**src/rtl/pkt_tx_arb_pkg.sv**
```systemverilog
// Shared types and widths for the packet TX arbiter.
package pkt_tx_arb_pkg;

  localparam int PKT_WORD_W = 64;
  localparam int PKT_MOD_W  = 3;
  localparam int STAT_CNT_W = 32;

  // One-hot arbiter states
  typedef enum logic [2:0] {
    IDLE   = 3'b001,
    SELECT = 3'b010,
    XFER   = 3'b100
  } arbState_e;

endpackage

```
**src/rtl/pkt_tx_rr_sel.sv**
```systemverilog
// Combinational winner selector: request vector plus search pointer in,
// one-hot winner and its index out. STRICT_PRIO=1 ignores the pointer and
// always favours the lowest-index requester.
module pkt_tx_rr_sel
  import pkt_tx_arb_pkg::*;
#(
  parameter int PORTS_NUM   = 4,
  parameter int STRICT_PRIO = 0,
  parameter int PTR_W       = 2
) (
  input  logic [PORTS_NUM-1:0] req_i,
  input  logic [PTR_W-1:0]     ptr_i,
  output logic [PORTS_NUM-1:0] gnt_o,
  output logic [PTR_W-1:0]     gntIdx_o
);

  // Scan the ports starting at the pointer (or at port 0) and take the first requester
  always_comb begin
    logic             found;
    logic [PTR_W-1:0] idx;
    gnt_o    = '0;
    gntIdx_o = '0;
    found    = 1'b0;
    idx      = '0;
    for (int i = 0; i < PORTS_NUM; i++) begin
      if (STRICT_PRIO != 0) begin
        idx = PTR_W'(i);
      end else begin
        idx = PTR_W'((int'(ptr_i) + i) % PORTS_NUM);
      end
      if (!found && req_i[idx]) begin
        found      = 1'b1;
        gnt_o[idx] = 1'b1;
        gntIdx_o   = idx;
      end
    end
  end

endmodule

```
**src/rtl/pkt_tx_arbiter.sv**
```systemverilog
// Packet TX arbiter: merges PORTS_NUM packet sources onto one 64-bit stream
// toward the 1G TX converter, one whole packet at a time.
// Optional build macro PKT_TX_ARB_STAT_EN adds per-port forwarded-packet
// counters; without it pkt_cnt_o is tied to zero.
module pkt_tx_arbiter
  import pkt_tx_arb_pkg::*;
#(
  parameter int PORTS_NUM   = 4,
  parameter int STRICT_PRIO = 0
) (
  input  logic                             clk_i,
  input  logic                             rst_i,
  input  logic [PKT_WORD_W*PORTS_NUM-1:0]  src_data_i,
  input  logic [PKT_MOD_W*PORTS_NUM-1:0]   src_mod_i,
  input  logic [PORTS_NUM-1:0]             src_sop_i,
  input  logic [PORTS_NUM-1:0]             src_eop_i,
  input  logic [PORTS_NUM-1:0]             src_val_i,
  output logic [PORTS_NUM-1:0]             src_ready_o,
  output logic [PKT_WORD_W-1:0]            pkt_tx_data_o,
  output logic [PKT_MOD_W-1:0]             pkt_tx_mod_o,
  output logic                             pkt_tx_sop_o,
  output logic                             pkt_tx_eop_o,
  output logic                             pkt_tx_val_o,
  input  logic                             tx_fifo_full_i,
  output logic [PORTS_NUM-1:0]             grant_o,
  output logic [STAT_CNT_W*PORTS_NUM-1:0]  pkt_cnt_o
);

  localparam int PTR_W = (PORTS_NUM > 1) ? $clog2(PORTS_NUM) : 1;

  arbState_e              state_q, state_d;
  logic [PORTS_NUM-1:0]   grant_q, grant_d;
  logic [PTR_W-1:0]       grantIdx_q, grantIdx_d;
  logic [PTR_W-1:0]       rrPtr_q, rrPtr_d;
  logic                   firstWord_q, firstWord_d;

  logic [PORTS_NUM-1:0]   sopReq;
  logic [PORTS_NUM-1:0]   selGnt;
  logic [PTR_W-1:0]       selIdx;
  logic                   accept;

  logic [PKT_WORD_W-1:0]  gntData;
  logic [PKT_MOD_W-1:0]   gntMod;
  logic                   gntSop;
  logic                   gntEop;
  logic                   gntVal;

  logic [PKT_WORD_W-1:0]  txData_q;
  logic [PKT_MOD_W-1:0]   txMod_q;
  logic                   txSop_q;
  logic                   txEop_q;
  logic                   txVal_q;

  assign sopReq = src_val_i & src_sop_i;

  pkt_tx_rr_sel #(
    .PORTS_NUM   (PORTS_NUM),
    .STRICT_PRIO (STRICT_PRIO),
    .PTR_W       (PTR_W)
  ) uSel (
    .req_i    (sopReq),
    .ptr_i    (rrPtr_q),
    .gnt_o    (selGnt),
    .gntIdx_o (selIdx)
  );

  // Route the currently granted port's word fields onto a single set of wires
  always_comb begin
    gntData = '0;
    gntMod  = '0;
    gntSop  = 1'b0;
    gntEop  = 1'b0;
    gntVal  = 1'b0;
    for (int k = 0; k < PORTS_NUM; k++) begin
      if (grantIdx_q == PTR_W'(k)) begin
        gntData = src_data_i[k*PKT_WORD_W +: PKT_WORD_W];
        gntMod  = src_mod_i[k*PKT_MOD_W +: PKT_MOD_W];
        gntSop  = src_sop_i[k];
        gntEop  = src_eop_i[k];
        gntVal  = src_val_i[k];
      end
    end
  end

  // Next-state, grant bookkeeping and source ready generation
  always_comb begin
    state_d     = state_q;
    grant_d     = grant_q;
    grantIdx_d  = grantIdx_q;
    rrPtr_d     = rrPtr_q;
    firstWord_d = firstWord_q;
    src_ready_o = '0;
    accept      = 1'b0;
    unique case (state_q)
      IDLE: begin
        src_ready_o = src_val_i & ~src_sop_i;
        if (|sopReq) begin
          state_d = SELECT;
        end
      end
      SELECT: begin
        if (|sopReq) begin
          grant_d     = selGnt;
          grantIdx_d  = selIdx;
          rrPtr_d     = (selIdx == PTR_W'(PORTS_NUM - 1)) ? '0 : selIdx + PTR_W'(1);
          firstWord_d = 1'b1;
          state_d     = XFER;
        end else begin
          state_d = IDLE;
        end
      end
      XFER: begin
        src_ready_o = grant_q & {PORTS_NUM{~tx_fifo_full_i}};
        accept      = gntVal & ~tx_fifo_full_i;
        if (accept) begin
          firstWord_d = 1'b0;
          if (gntEop) begin
            grant_d = '0;
            state_d = IDLE;
          end
        end
      end
      default: begin
        state_d = IDLE;
      end
    endcase
    if (rst_i) begin
      src_ready_o = '0;
    end
  end

  // FSM state, owner and round-robin pointer registers
  always_ff @(posedge clk_i) begin
    if (rst_i) begin
      state_q     <= IDLE;
      grant_q     <= '0;
      grantIdx_q  <= '0;
      rrPtr_q     <= '0;
      firstWord_q <= 1'b0;
    end else begin
      state_q     <= state_d;
      grant_q     <= grant_d;
      grantIdx_q  <= grantIdx_d;
      rrPtr_q     <= rrPtr_d;
      firstWord_q <= firstWord_d;
    end
  end

  // Register each accepted word toward the converter; a mid-packet sop goes out as plain data
  always_ff @(posedge clk_i) begin
    if (rst_i) begin
      txData_q <= '0;
      txMod_q  <= '0;
      txSop_q  <= 1'b0;
      txEop_q  <= 1'b0;
      txVal_q  <= 1'b0;
    end else begin
      txVal_q <= accept;
      txSop_q <= accept & gntSop & firstWord_q;
      txEop_q <= accept & gntEop;
      if (accept) begin
        txData_q <= gntData;
        txMod_q  <= gntMod;
      end
    end
  end

  assign pkt_tx_data_o = txData_q;
  assign pkt_tx_mod_o  = txMod_q;
  assign pkt_tx_sop_o  = txSop_q;
  assign pkt_tx_eop_o  = txEop_q;
  assign pkt_tx_val_o  = txVal_q;
  assign grant_o       = grant_q;

`ifdef PKT_TX_ARB_STAT_EN
  logic [STAT_CNT_W-1:0] pktCnt_q [PORTS_NUM];

  // Per-port packet counters, bumped on each accepted end of packet and free to wrap
  always_ff @(posedge clk_i) begin
    for (int k = 0; k < PORTS_NUM; k++) begin
      if (rst_i) begin
        pktCnt_q[k] <= '0;
      end else if (accept && gntEop && (grantIdx_q == PTR_W'(k))) begin
        pktCnt_q[k] <= pktCnt_q[k] + STAT_CNT_W'(1);
      end
    end
  end

  // Flatten the counter array onto the output bus
  always_comb begin
    pkt_cnt_o = '0;
    for (int k = 0; k < PORTS_NUM; k++) begin
      pkt_cnt_o[k*STAT_CNT_W +: STAT_CNT_W] = pktCnt_q[k];
    end
  end
`else
  assign pkt_cnt_o = '0;
`endif

endmodule
```
**config.mk**
```make
export PLATFORM = sky130hd
export DESIGN_NAME = pkt_tx_arbiter
export DESIGN_NICKNAME = d
export VERILOG_FILES = /design/src/rtl/pkt_tx_arb_pkg.sv /design/src/rtl/pkt_tx_rr_sel.sv /design/src/rtl/pkt_tx_arbiter.sv
export SDC_FILE = /design/constraint.sdc
export NUM_CORES = 1
export LEC_CHECK = 0
export CAP_MARGIN = 25
export CORE_AREA = 2 2 188 190
export DETAILED_ROUTE_END_ITERATION = 10
export DIE_AREA = 0 0 190 192
export GPL_ROUTABILITY_DRIVEN = 0
export HOLD_SLACK_MARGIN = 0.03
export PLACE_DENSITY_LB_ADDON = 0.1
export SYNTH_ARGS = -nofsm -noshare
export SYNTH_HDL_FRONTEND = slang
export SYNTH_HIERARCHICAL = 1
export SYNTH_SLANG_ARGS = --single-unit
export TNS_END_PERCENT = 100
```
**constraint.sdc**
```tcl
create_clock -name clk_i -period 3.3 [get_ports clk_i]
set_clock_uncertainty 0.2 [all_clocks]
set_input_delay 0.33 -clock clk_i [delete_from_list [all_inputs] [get_ports clk_i]]
set_output_delay 0.33 -clock clk_i [all_outputs]
set_load 0.01 [all_outputs]
```
==> flow_summary.toml <==
[global_route]
grt_use_total = 0.137
first_global_vias = 6192
overflow = 0
grt_max_degree = 70
antenna_found_initial = 1
grt_pass1_wl_mm = 37.8

[synth]
avgSynthCellArea_um2 = 9.53
synth_area_leaders = "dfxtp_1 (26%), mux4_2 (25%), buf_4 (16%)"
ys_seq_elements = 82
seq_area_frac_synth = 0.257
synth_edf_count = 0
synth_cells = 670
synth_cell_type_count = 44
synth_top_area_share = 0.257
async_flop_share = 0
synth.largest_area_cell = "dfxtp_1"
yosys_warnings = 6
synth_ff_type = "dfxtp_1"
syn_area_um2 = 6380

[worst_setup_path]
path_cells = "or3b_2 > nor2_1 > a32oi_1 > nor2_1 > clkdlybuf4s50_1"
required_ps = 2770
max_stage_delay_ps = 630
start_kind = "flip-flop"
crit_path_frequent_cell = "nor2_1"
end_kind = "output pin"
slowest_stage = "clkdlybuf4s50_1"
cp_num_buf_inv = 1
crit_type = "flip-flop to output pin"
worstPathMaxFanout = 8
crit_family = "simple AND/OR/NAND/NOR gates"
cp.arrival_ps = 2550

[run_status]
outcome = "complete, no violations"

[floorplanning]
ioPinCount = 489
start_util = 0.186
core-area_um2 = 34300
die_w_um = 190
rows = 68
die_h_um = 192
dieArea_um2 = 36500

[layout]
drive_gt1_frac = 0.120
diodes = 0
fin_nets = 1288
stdcell_count = 1459
syn_to_final_growth_pct = 60.6

[power_and_ir_drop]
power_density_nw_per_um2 = 273
leakage_nw = 3.45
worst_ir_drop_vdd_v = 0.000217

[clock_tree]
numCtsBuffers = 9
cts_buffer_depth = 2
cts.sinks = 82
cts.clk_slew.worst_paths_ps = 70
cts_hold_buf = 0
cts-root-buf = "clkbuf_16"
cts_max_level = 3
clkLatencyLatePin_ps = 340
cts_setup_buffers = 0
tritoncts = "built"
post_cts_resized = 0

[route]
wirelength_mm = 26.3
route.detailed.drc = 0
ant_nets = 0
vias = 6125
wl_per_cell_um = 18.0
drt_pre_antenna_iters = 4
vias_per_cell = 4.20
first_iter_violations = 190

[flow_run]
drv_cap = 0

[place]
post-place-ws_ps = 134
dp_hpwl_mm = 20.1
dpl.cell_count = 1443
portBuffers = 360

[sta]
fin_ws_ps = 217
rsz0062_at_grt = "no"
holdWs_ps = 161
tns_ps = 0
fin_crit_sh = 0.934
slew_viol_final = 0
worstMarginPinSlew_ps = 771
min_period_ps = 3080
setup_viol = 0
hold_violations = 0
fmax_mhz = 324
relSlewSlack = 0.486

[min_path]
min_path_type = "primary input to flip-flop"
[cells in the final DEF (no fill, tap or decap), types with 8 or more instances in the layout]
| cell | instances |
|---|---|
| a211oi_1 | 15 |
| a21oi_1 | 73 |
| a22oi_1 | 10 |
| buf_4 | 18 |
| clkbuf_16 | 9 |
| clkdlybuf4s50_1 | 359 |
| conb_1 | 128 |
| dfxtp_1 | 80 |
| inv_1 | 12 |
| mux4_2 | 72 |
| nand3_1 | 68 |
| nor2_1 | 17 |
| o21ai_0 | 71 |
| o21ai_1 | 8 |
[state kept, by name (all words and copies together) (netlist names)]
signal,cells
state_q,3
pkt_tx_val_o,1
pkt_tx_mod_o,3
pkt_tx_sop_o,1
grantIdx_q,2
firstWord_q,1
pkt_tx_eop_o,1
grant_o,4
pkt_tx_data_o,64
rrPtr_q,2
[logic make-up after synthesis]
kind of cell,after synthesis,share of synthesized area
buffers and inverters,200,0.206
AOI/OAI and AO/OA,191,0.168
and+or+nand+nor,114,0.0937
DFF,82,0.257
muxes,76,0.263
adders and majority gates,6,0.0118
other,1,0.000587
[layer usage]
layer,routed length [µm],up-vias,GRT usage
met5,16,-,0
met4,325,2,0.0343
met3,2080,17,0.0365
met2,14000,302,0.257
met1,9930,2907,0.152
li1,-,2897,-
[synthesized netlist by cell type, types with 2 or more instances]
cell	instances
inv_1	12
and2_1	5
o21ai_1	8
a32oi_1	4
nor2b_1	3
or2_2	2
clkbuf_8	2
mux2i_1	3
clkbuf_1	30
dfxtp_1	82
a211oi_1	15
o21ai_0	71
mux4_2	72
nor2_1	18
nand3_1	68
nand2b_1	5
a22oi_1	10
nand2_1	6
buf_6	2
ha_1	6
buf_4	134
a21oi_1	73
buf_2	18
[cell type report]
| class | count | area [µm²] |
|---|---|---|
| timing repair buffer | 379 | 3770 |
| clock inverter | 7 | 75.1 |
| inverter | 12 | 45.0 |
| multi-input combinational | 515 | 3920 |
| clock buffer | 9 | 225 |
| tap | 455 | 569 |
| fill | 3569 | 24000 |
| sequential | 82 | 1650 |
[power by group]
part / total [W] / switching [W] / leakage (nW) / internal (W)
combinational: 0.000710 / 0.000280 / 2.64 / 0.000430
clock: 0.00108 / 0.000487 / 0.151 / 0.000597
sequential: 0.00101 / 0.0000122 / 0.662 / 0.000993
total: 0.00280 / 0.000780 / 3.45 / 0.00202
[metrics by stage]
step | area (µm²) | total power (W) | util
global route | 10300 | 0.00295 | 0.299
finish | 10300 | 0.00280 | 0.299
global placement | 9950 | 0.00174 | 0.290
floorplan | 6860 | 0.00143 | -
detailed placement | 9950 | 0.00174 | 0.290
CTS | 10300 | 0.00287 | 0.299
[path summary, 6_finish.rpt]
| kind | startpoint | endpoint | slack (ps) | cells past startpoint |
|---|---|---|---|---|
| max | state_q[2] | src_ready_o[1] | 220 | 5 |
| min | rst_i | pkt_tx_val_o | 160 | 2 |
| max reg2reg | rrPtr_q[0] | grant_o[1] | 430 | 10 |
| min reg2reg | firstWord_q | pkt_tx_sop_o | 270 | 2 |
No activity file was read; power rests on OpenSTA's default activity.
